$ cat config.mk
export PLATFORM = sky130hd
export DESIGN_NAME = adc_scan_scheduler
export DESIGN_NICKNAME = d
export VERILOG_FILES = /design/src/rtl/adc_scan_scheduler.sv
export SDC_FILE = /design/constraint.sdc
export NUM_CORES = 1
export LEC_CHECK = 0
export ABC_AREA = 1
export CORE_ASPECT_RATIO = 0.6
export CORE_MARGIN = 1.5
export CORE_UTILIZATION = 43
export CTS_BUF_LIST = sky130_fd_sc_hd__clkbuf_4 sky130_fd_sc_hd__clkbuf_8
export DETAILED_ROUTE_END_ITERATION = 16
export GPL_ROUTABILITY_DRIVEN = 0
export PLACE_DENSITY = 0.75
export SLEW_MARGIN = 10
export SYNTH_ARGS = -nofsm -noshare
export SYNTH_HDL_FRONTEND = slang
export SYNTH_SLANG_ARGS = --single-unit
$ cat constraint.sdc
create_clock -name clk_i -period 4.1 [get_ports clk_i]
set_input_delay 0.82 -clock clk_i [delete_from_list [all_inputs] [get_ports clk_i]]
set_output_delay 0.82 -clock clk_i [all_outputs]
set_load 0.02 [all_outputs]
$ cat src/rtl/adc_scan_scheduler.sv
// Periodic multi-channel scan sequencer for a single MCP3201 reader
// behind an external analog mux; one result register per channel.
module adc_scan_scheduler #(
  parameter int N_CH         = 4,
  parameter int RES          = 12,
  parameter int SETTLE_CYC   = 50,
  parameter int PERIOD_CYC   = 5000,
  parameter int START_TO_CYC = 64
) (
  input  logic                clk_i,
  input  logic                nReset_i,
  input  logic                enable_i,
  input  logic [N_CH-1:0]     ch_mask_i,
  input  logic                adc_finish_i,
  input  logic [RES-1:0]      adc_data_i,
  output logic                adc_enable_o,
  output logic [2:0]          mux_sel_o,
  output logic [N_CH*RES-1:0] ch_data_o,
  output logic [N_CH-1:0]     ch_valid_o,
  output logic                scan_done_o,
  output logic                busy_o,
  output logic                overrun_o,
  output logic                timeout_o
);

  localparam int PW   = $clog2(PERIOD_CYC + 1);
  localparam int WMAX = (SETTLE_CYC > START_TO_CYC) ?
                        SETTLE_CYC : START_TO_CYC;
  localparam int WW   = $clog2(WMAX + 1);

  typedef enum logic [2:0] {
    S_IDLE,
    S_SELECT,
    S_START,
    S_CONVERT,
    S_STORE
  } state_t;

  state_t          r_state;
  state_t          w_nxt;
  logic [PW-1:0]   r_per_cnt;
  logic [WW-1:0]   r_wait;
  logic [2:0]      r_ch;
  logic [N_CH-1:0] r_mask;
  logic            r_abort;
  logic            r_ovr;
  logic            r_to;
  logic [N_CH-1:0] r_valid;
  logic [RES-1:0]  r_data [N_CH];

  logic            w_tick;
  logic [3:0]      w_first;
  logic [3:0]      w_next;
  logic            w_sel_ld;
  logic [2:0]      w_sel_val;
  logic            w_store;
  logic            w_done;
  logic            w_to;

  // {found, index} of the lowest set bit at or above lo
  function automatic logic [3:0] f_next(
    input logic [N_CH-1:0] m,
    input logic [3:0]      lo
  );
    logic [3:0] r;
    r = '0;
    for (int k = N_CH - 1; k >= 0; k--) begin
      if (m[k] && k >= int'(lo)) r = {1'b1, 3'(k)};
    end
    return r;
  endfunction

  assign w_tick  = enable_i &&
                   (r_per_cnt == PW'(PERIOD_CYC - 1));
  assign w_first = f_next(ch_mask_i, 4'd0);
  assign w_next  = f_next(r_mask, {1'b0, r_ch} + 4'd1);

  always_comb begin
    w_nxt     = r_state;
    w_sel_ld  = 1'b0;
    w_sel_val = r_ch;
    w_store   = 1'b0;
    w_done    = 1'b0;
    w_to      = 1'b0;
    unique case (r_state)
      S_IDLE: begin
        if (w_tick && ch_mask_i != '0) begin
          w_nxt     = S_SELECT;
          w_sel_ld  = 1'b1;
          w_sel_val = w_first[2:0];
        end
      end
      S_SELECT: begin
        if (!enable_i) begin
          w_nxt = S_IDLE;
        end else if (r_wait == WW'(SETTLE_CYC - 1)) begin
          w_nxt = S_START;
        end
      end
      S_START: begin
        // a falling finish flag beats a coincident timeout
        if (!adc_finish_i) begin
          w_nxt = S_CONVERT;
        end else if (r_wait == WW'(START_TO_CYC - 1)) begin
          w_to  = 1'b1;
          w_nxt = S_IDLE;
        end
      end
      S_CONVERT: begin
        if (adc_finish_i) w_nxt = S_STORE;
      end
      S_STORE: begin
        w_store = 1'b1;
        if (r_abort || !enable_i) begin
          w_nxt = S_IDLE;
        end else if (w_next[3]) begin
          w_nxt     = S_SELECT;
          w_sel_ld  = 1'b1;
          w_sel_val = w_next[2:0];
        end else begin
          w_done = 1'b1;
          w_nxt  = S_IDLE;
        end
      end
      default: w_nxt = S_IDLE;
    endcase
  end

  always_ff @(posedge clk_i or negedge nReset_i) begin
    if (!nReset_i) begin
      r_state <= S_IDLE;
    end else begin
      r_state <= w_nxt;
    end
  end

  always_ff @(posedge clk_i or negedge nReset_i) begin
    if (!nReset_i) begin
      r_per_cnt <= '0;
    end else if (!enable_i || w_tick) begin
      r_per_cnt <= '0;
    end else begin
      r_per_cnt <= r_per_cnt + PW'(1);
    end
  end

  always_ff @(posedge clk_i or negedge nReset_i) begin
    if (!nReset_i) begin
      r_wait <= '0;
    end else if (w_nxt != r_state) begin
      r_wait <= '0;
    end else if (r_state == S_SELECT ||
                 r_state == S_START) begin
      r_wait <= r_wait + WW'(1);
    end
  end

  always_ff @(posedge clk_i or negedge nReset_i) begin
    if (!nReset_i) begin
      r_ch    <= '0;
      r_mask  <= '0;
      r_abort <= 1'b0;
      r_ovr   <= 1'b0;
      r_to    <= 1'b0;
    end else begin
      if (w_sel_ld) r_ch <= w_sel_val;
      if (r_state == S_IDLE && w_tick) r_mask <= ch_mask_i;
      // remembers an enable drop until the pending store is done
      if (r_state == S_IDLE) begin
        r_abort <= 1'b0;
      end else if (!enable_i) begin
        r_abort <= 1'b1;
      end
      if (w_tick && r_state != S_IDLE) r_ovr <= 1'b1;
      if (w_to) r_to <= 1'b1;
    end
  end

  always_ff @(posedge clk_i or negedge nReset_i) begin
    if (!nReset_i) begin
      r_valid <= '0;
      for (int k = 0; k < N_CH; k++) r_data[k] <= '0;
    end else if (w_store) begin
      for (int k = 0; k < N_CH; k++) begin
        if (r_ch == 3'(k)) begin
          r_data[k]  <= adc_data_i;
          r_valid[k] <= 1'b1;
        end
      end
    end
  end

  always_comb begin
    ch_data_o = '0;
    for (int k = 0; k < N_CH; k++) begin
      ch_data_o[k*RES +: RES] = r_data[k];
    end
  end

  assign adc_enable_o = (r_state == S_START) ||
                        (r_state == S_CONVERT);
  assign mux_sel_o    = r_ch;
  assign ch_valid_o   = r_valid;
  assign scan_done_o  = w_done;
  assign busy_o       = (r_state != S_IDLE);
  assign overrun_o    = r_ovr;
  assign timeout_o    = r_to;

endmodule

# Yosys cells after proc, flatten, opt, wreduce, memory -nomap -nowiden
# Cells that the tools add are included.
[totals] register_bits=85 in_bits=20 output_inout_bits=60 word_cells=99
[op_classes] n_addsub=3 n_lt_le_gt_ge=4 eq_ne=15 muxes=37 n_reduce_logical=24
[ops] cell="3-bit 2-to-1 mux" n=12
[ops] cell="4-bit 2-to-1 mux" n=4
[ops] cell="3-bit one-hot mux with 5 select lines" n=1
[ops] cell="7-bit by 6-bit equality test with 1-bit output, second input constant" n=2
[ops] cell="1-bit 2-to-1 mux" n=14
[ops] cell="7-bit 2-to-1 mux" n=2
[ops] cell="13-bit by 1-bit adder with 13-bit output, second input constant" n=1
[ops] cell="13-bit equality test, second input constant" n=1
[ops] cell="13-bit 2-to-1 mux" n=1
[ops] cell="3-bit by 2-bit equality test with 1-bit output, second input constant" n=4
[ops] cell="1-bit by 4-bit >= comparator with 1-bit output, first input constant" n=2
[ops] cell="2-bit by 4-bit >= comparator with 1-bit output, first input constant" n=2
[ops] cell="1-bit logical AND" n=8
[ops] cell="2-bit AND reduction" n=4
[ops] cell="7-bit by 1-bit adder with 7-bit output, second input constant" n=1
[ops] cell="3-bit by 1-bit equality test with 1-bit output, second input constant" n=2
[ops] cell="3-bit logical NOT" n=2
[ops] cell="2-bit inequality test, second input constant" n=3
[ops] cell="3-bit one-hot mux with 2 select lines" n=1
[ops] cell="5-bit AND reduction" n=1
[ops] cell="3-bit by 1-bit adder with 4-bit output, second input constant" n=1
[ops] cell="1-bit logical OR" n=4
[ops] cell="2-bit nonzero test" n=2
[ops] cell="4-bit nonzero test" n=1
[ops] cell="other kinds (7)" n=7

# Longest topological paths before layout
[logic_depth] depth_word=12 ltp_mapped=12 ltp_nobuf=12

# Worst setup path before layout
# OpenSTA, ideal clock, no wires.
[synth_path] path_type="in2out" startpoint="input enable_i" endpoint="output scan_done_o" t_arrival_ns=1.565 t_required_ns=3.280 setup_slack_ns=1.715 path_stages=3 n_path_buf=0 path_cell_list="inv_1 -> or2_1 -> nor3_1"
[synth_via] elab_chain_cells=4
[synth_lines] element="start: declaration" line="12" rtl="input logic enable_i,"
[synth_lines] element="1-bit logical NOT"
[synth_lines] element="1-bit logical OR" line="114" rtl="if (r_abort || !enable_i) begin"
[synth_lines] element="1-bit 2-to-1 mux" line="114"
[synth_lines] element="1-bit 2-to-1 mux" line="85" rtl="unique case (r_state)"
[synth_lines] element="end: declaration" line="20" rtl="output logic scan_done_o,"
# Every way passes these cells.

# Worst setup path after layout
# Ends and elaborated chain as after synthesis.

==> impl_results.md <==
- Outcome: finished clean
- Clock root cell: clkbuf_8
- Std cell rows: 25
- DRC viols: 0
- Die Ht: 73.12 µm
- Setup TNS: 0 ns
- First-pass GRT wire length: 13650 µm
- Vias: 2891
- Mapped Avg Cell Area: 8.897 µm²
- Vias in the first global route: 2816
- CTS H-tree depth: 3
- # diodes: 0
- 1st-iter DRT viols: 199
- Max-slew violation count: 0
- Clock sink total: 83
- Port Buf Inserts: 78
- HPWL after detailed placement: 6092 µm
- Crit Path Class: in -> out
- CTS tree: done
- Total track usage: 20.30%
- Initial core utilization: 44.52%
- Hold Path Class: reg -> reg
- LEAKAGE: 2.239 nW
- VDD IR-drop max: 0.3488 mV
- Hold Vio Cnt, Final: 0
- Power Dens Cells: 330.2 nW/µm²
- Via/cell ratio: 4.900
- Worst Tran Pin Value: 0.8477 ns
- Remaining global-route overflow: 0
- Die X-Extent: 119.9 µm
- Area of the mapped netlist: 3523 µm²
- CTS max path bufs: 2
- Final Core Density: 58.21%
- Routed Antenna Nets: 0
- CP max FO: 4
- Clk_skew: 0.009640 ns
- Post-synthesis cell count: 396
- Layout cells sized above 1: 4.772%
- Relative slew slack: 43.33%
- I/O pin count: 80
- Syn nets: 419
- Reg2reg path depth: 3
- Sequential-to-total area share from yosys stat: 58.95%
- Max Clock Freq: 305.7 MHz
- Core area: 7914 µm²
- Final setup violation count: 0
- Die ar.: 8764 µm²
- CP Data Required Time: 3.28 ns
- CTS Buf Count: 9
- Synth Register Bits: 83
- CP Data Arrival Time: 2.45 ns
- Max-cap violations: 0
- WHS Path Cells: 2
- Antenna violations before repair: 0
- FILL cells: 686
- Hold buffer count at cts: 0
- CP Capture Type: primary output
- Largest net degree at the start of global routing: 64
- Startpoint Class: input pin
- Syn-to-layout area delta: 30.75%
- Final #Nets: 500
- Unrepaired setup endpoints after global routing: no
- Period utilization: 79.78%
- Worst-path clk slew: 0.08 ns
- Drt pass-1 iters: 4
- DR WL/cell: 14.02 µm
- Worst-skew pair later-pin latency: 0.35 ns
- Unique masters post-synth: 31
- Synth warn: 0
- Post-CTS setup buffer count: 0
- Power, Total: 1.521 mW
- Gates resized, CTS repair: 0
- Final min period: 3.271 ns
- Wirelength, routed: 8272 µm
## power by group
| part | internal, mW | total [mW] | switching, mW |
|---|---|---|---|
| registers | 0.827 | 0.832 | 0.00542 |
| clock network | 0.321 | 0.602 | 0.281 |
| logic | 0.0350 | 0.0869 | 0.0519 |
| total | 1.18 | 1.52 | 0.338 |
## sequential cells by signal (all words and copies together) (netlist names)
signal / count
mux_sel_o: 2
r_mask: 3
r_state: 3
r_wait: 7
r_abort: 1
ch_valid_o: 4
overrun_o: 1
ch_data_o: 48
timeout_o: 1
r_per_cnt: 13
## cell families after synthesis
group                    share of synthesized area, %
XOR/XNOR                                        1.740
AO/OA/AOI/OAI                                   10.65
multiplexers                                   0.6037
other                                          0.1064
adder cells (fa/ha/maj)                         1.065
flip-flops                                      58.95
buffers and inverters                           6.499
AND/OR/NAND/NOR                                 20.38
## area by class of cell
type / instances / area (µm²) / share of cell area [%]
clock inverters: 4 / 48.80 / 1.059
well taps: 108 / 135.1 / 2.933
repair buffers: 79 / 785.8 / 17.06
flip-flops and latches: 83 / 2077 / 45.08
inverters: 49 / 183.9 / 3.992
multi-input cells: 255 / 1217 / 26.43
clock buffers: 12 / 158.9 / 3.449
## synthesized netlist by cell type
| master | instances | share of area [%] |
|---|---|---|
| a21oi_1 | 12 | 1.7 |
| buf_2 | 3 | 0.43 |
| buf_4 | 1 | 0.21 |
| clkbuf_1 | 2 | 0.21 |
| clkbuf_2 | 3 | 0.43 |
| conb_1 | 1 | 0.11 |
| dfrtp_1 | 83 | 59 |
| ha_1 | 3 | 1.1 |
| inv_1 | 49 | 5.2 |
| mux2_2 | 1 | 0.32 |
| mux2i_1 | 1 | 0.28 |
| nand2_1 | 97 | 10 |
| nand2_2 | 2 | 0.36 |
| nand3_1 | 14 | 2.0 |
| nand3b_1 | 1 | 0.21 |
| nand4_1 | 6 | 1.1 |
| nor2_1 | 32 | 3.4 |
| nor2_2 | 1 | 0.18 |
| nor3_1 | 10 | 1.4 |
| nor3_4 | 1 | 0.46 |
| nor3b_1 | 2 | 0.43 |
| nor4_1 | 2 | 0.36 |
| o21ai_0 | 54 | 7.7 |
| o21ai_1 | 3 | 0.43 |
| o21bai_1 | 1 | 0.21 |
| o221ai_1 | 1 | 0.25 |
| o22ai_1 | 1 | 0.18 |
| o31ai_1 | 1 | 0.21 |
| or2_1 | 1 | 0.18 |
| xnor2_1 | 1 | 0.25 |
| xor2_1 | 6 | 1.5 |
## per-stage QoR
| step | worst slack (ns) | hold slack, ns | std cells | area [µm²] |
|---|---|---|---|---|
| 5_1_grt | 0.7409 | 0.4931 | 590 | 4607 |
| 4_1_cts | 0.8162 | 0.4676 | 590 | 4607 |
| 3_3_place_gp | 0.8375 | 0.4456 | 574 | 4399 |
| 6_report | 0.8289 | 0.4661 | 590 | 4607 |
| 3_5_place_dp | 0.8212 | 0.4498 | 574 | 4399 |
| 2_1_floorplan | 1.715 | 0.4329 | 396 | 3523 |
## routing by layer
layer  vias up  share of wire (%)  global-route usage (%)
met4         0               0.94                   5.423
met5         -                  0                       0
met1      1397                 50                   29.64
li1       1430                  -                       -
met3         8                4.8                   6.172
met2        56                 45                   29.57
## worst paths after layout
path                                    start       endpoint  slack, ns
min in group asynchronous            nReset_i  ch_valid_o[3]       0.55
max in group asynchronous            nReset_i  ch_valid_o[0]       2.76
worst max-delay path                 enable_i    scan_done_o       0.83
worst min register to register  ch_valid_o[1]  ch_valid_o[1]       0.47
worst max register to register     r_state[1]  ch_data_o[19]       2.07
worst min-delay path            ch_valid_o[1]  ch_valid_o[1]       0.47
## critical path, stage by stage
cell	delay [ns]
clkdlybuf4s50_1	0.52
inv_1	0.09
or2_1	0.23
nor3_1	0.17
clkdlybuf4s50_1	0.62
## placed cells by master, fill, tap and decap left out, drive strengths merged
| cell | Yosys | final |
|---|---|---|
| buf | 4 | 2 |
| o221ai | 1 | 1 |
| or2 | 1 | 1 |
| xnor2 | 1 | 1 |
| o22ai | 1 | 1 |
| nand2 | 99 | 99 |
| a21oi | 12 | 12 |
| o21ai | 57 | 57 |
| clkdlybuf4s50 | 0 | 77 |
| nor3b | 2 | 2 |
| dfrtp | 83 | 83 |
| conb | 1 | 1 |
| nor3 | 11 | 11 |
| nor2 | 33 | 33 |
| nand4 | 6 | 6 |
| nand3 | 14 | 14 |
| mux2 | 1 | 1 |
| clkbuf | 5 | 12 |
| o21bai | 1 | 1 |
| ha | 3 | 3 |
| mux2i | 1 | 1 |
| bufinv | 0 | 1 |
| nor4 | 2 | 2 |
| xor2 | 6 | 6 |
| inv | 49 | 49 |
| o31ai | 1 | 1 |
| nand3b | 1 | 1 |
| clkinv | 0 | 3 |
Power figures use the tool's default switching activity.
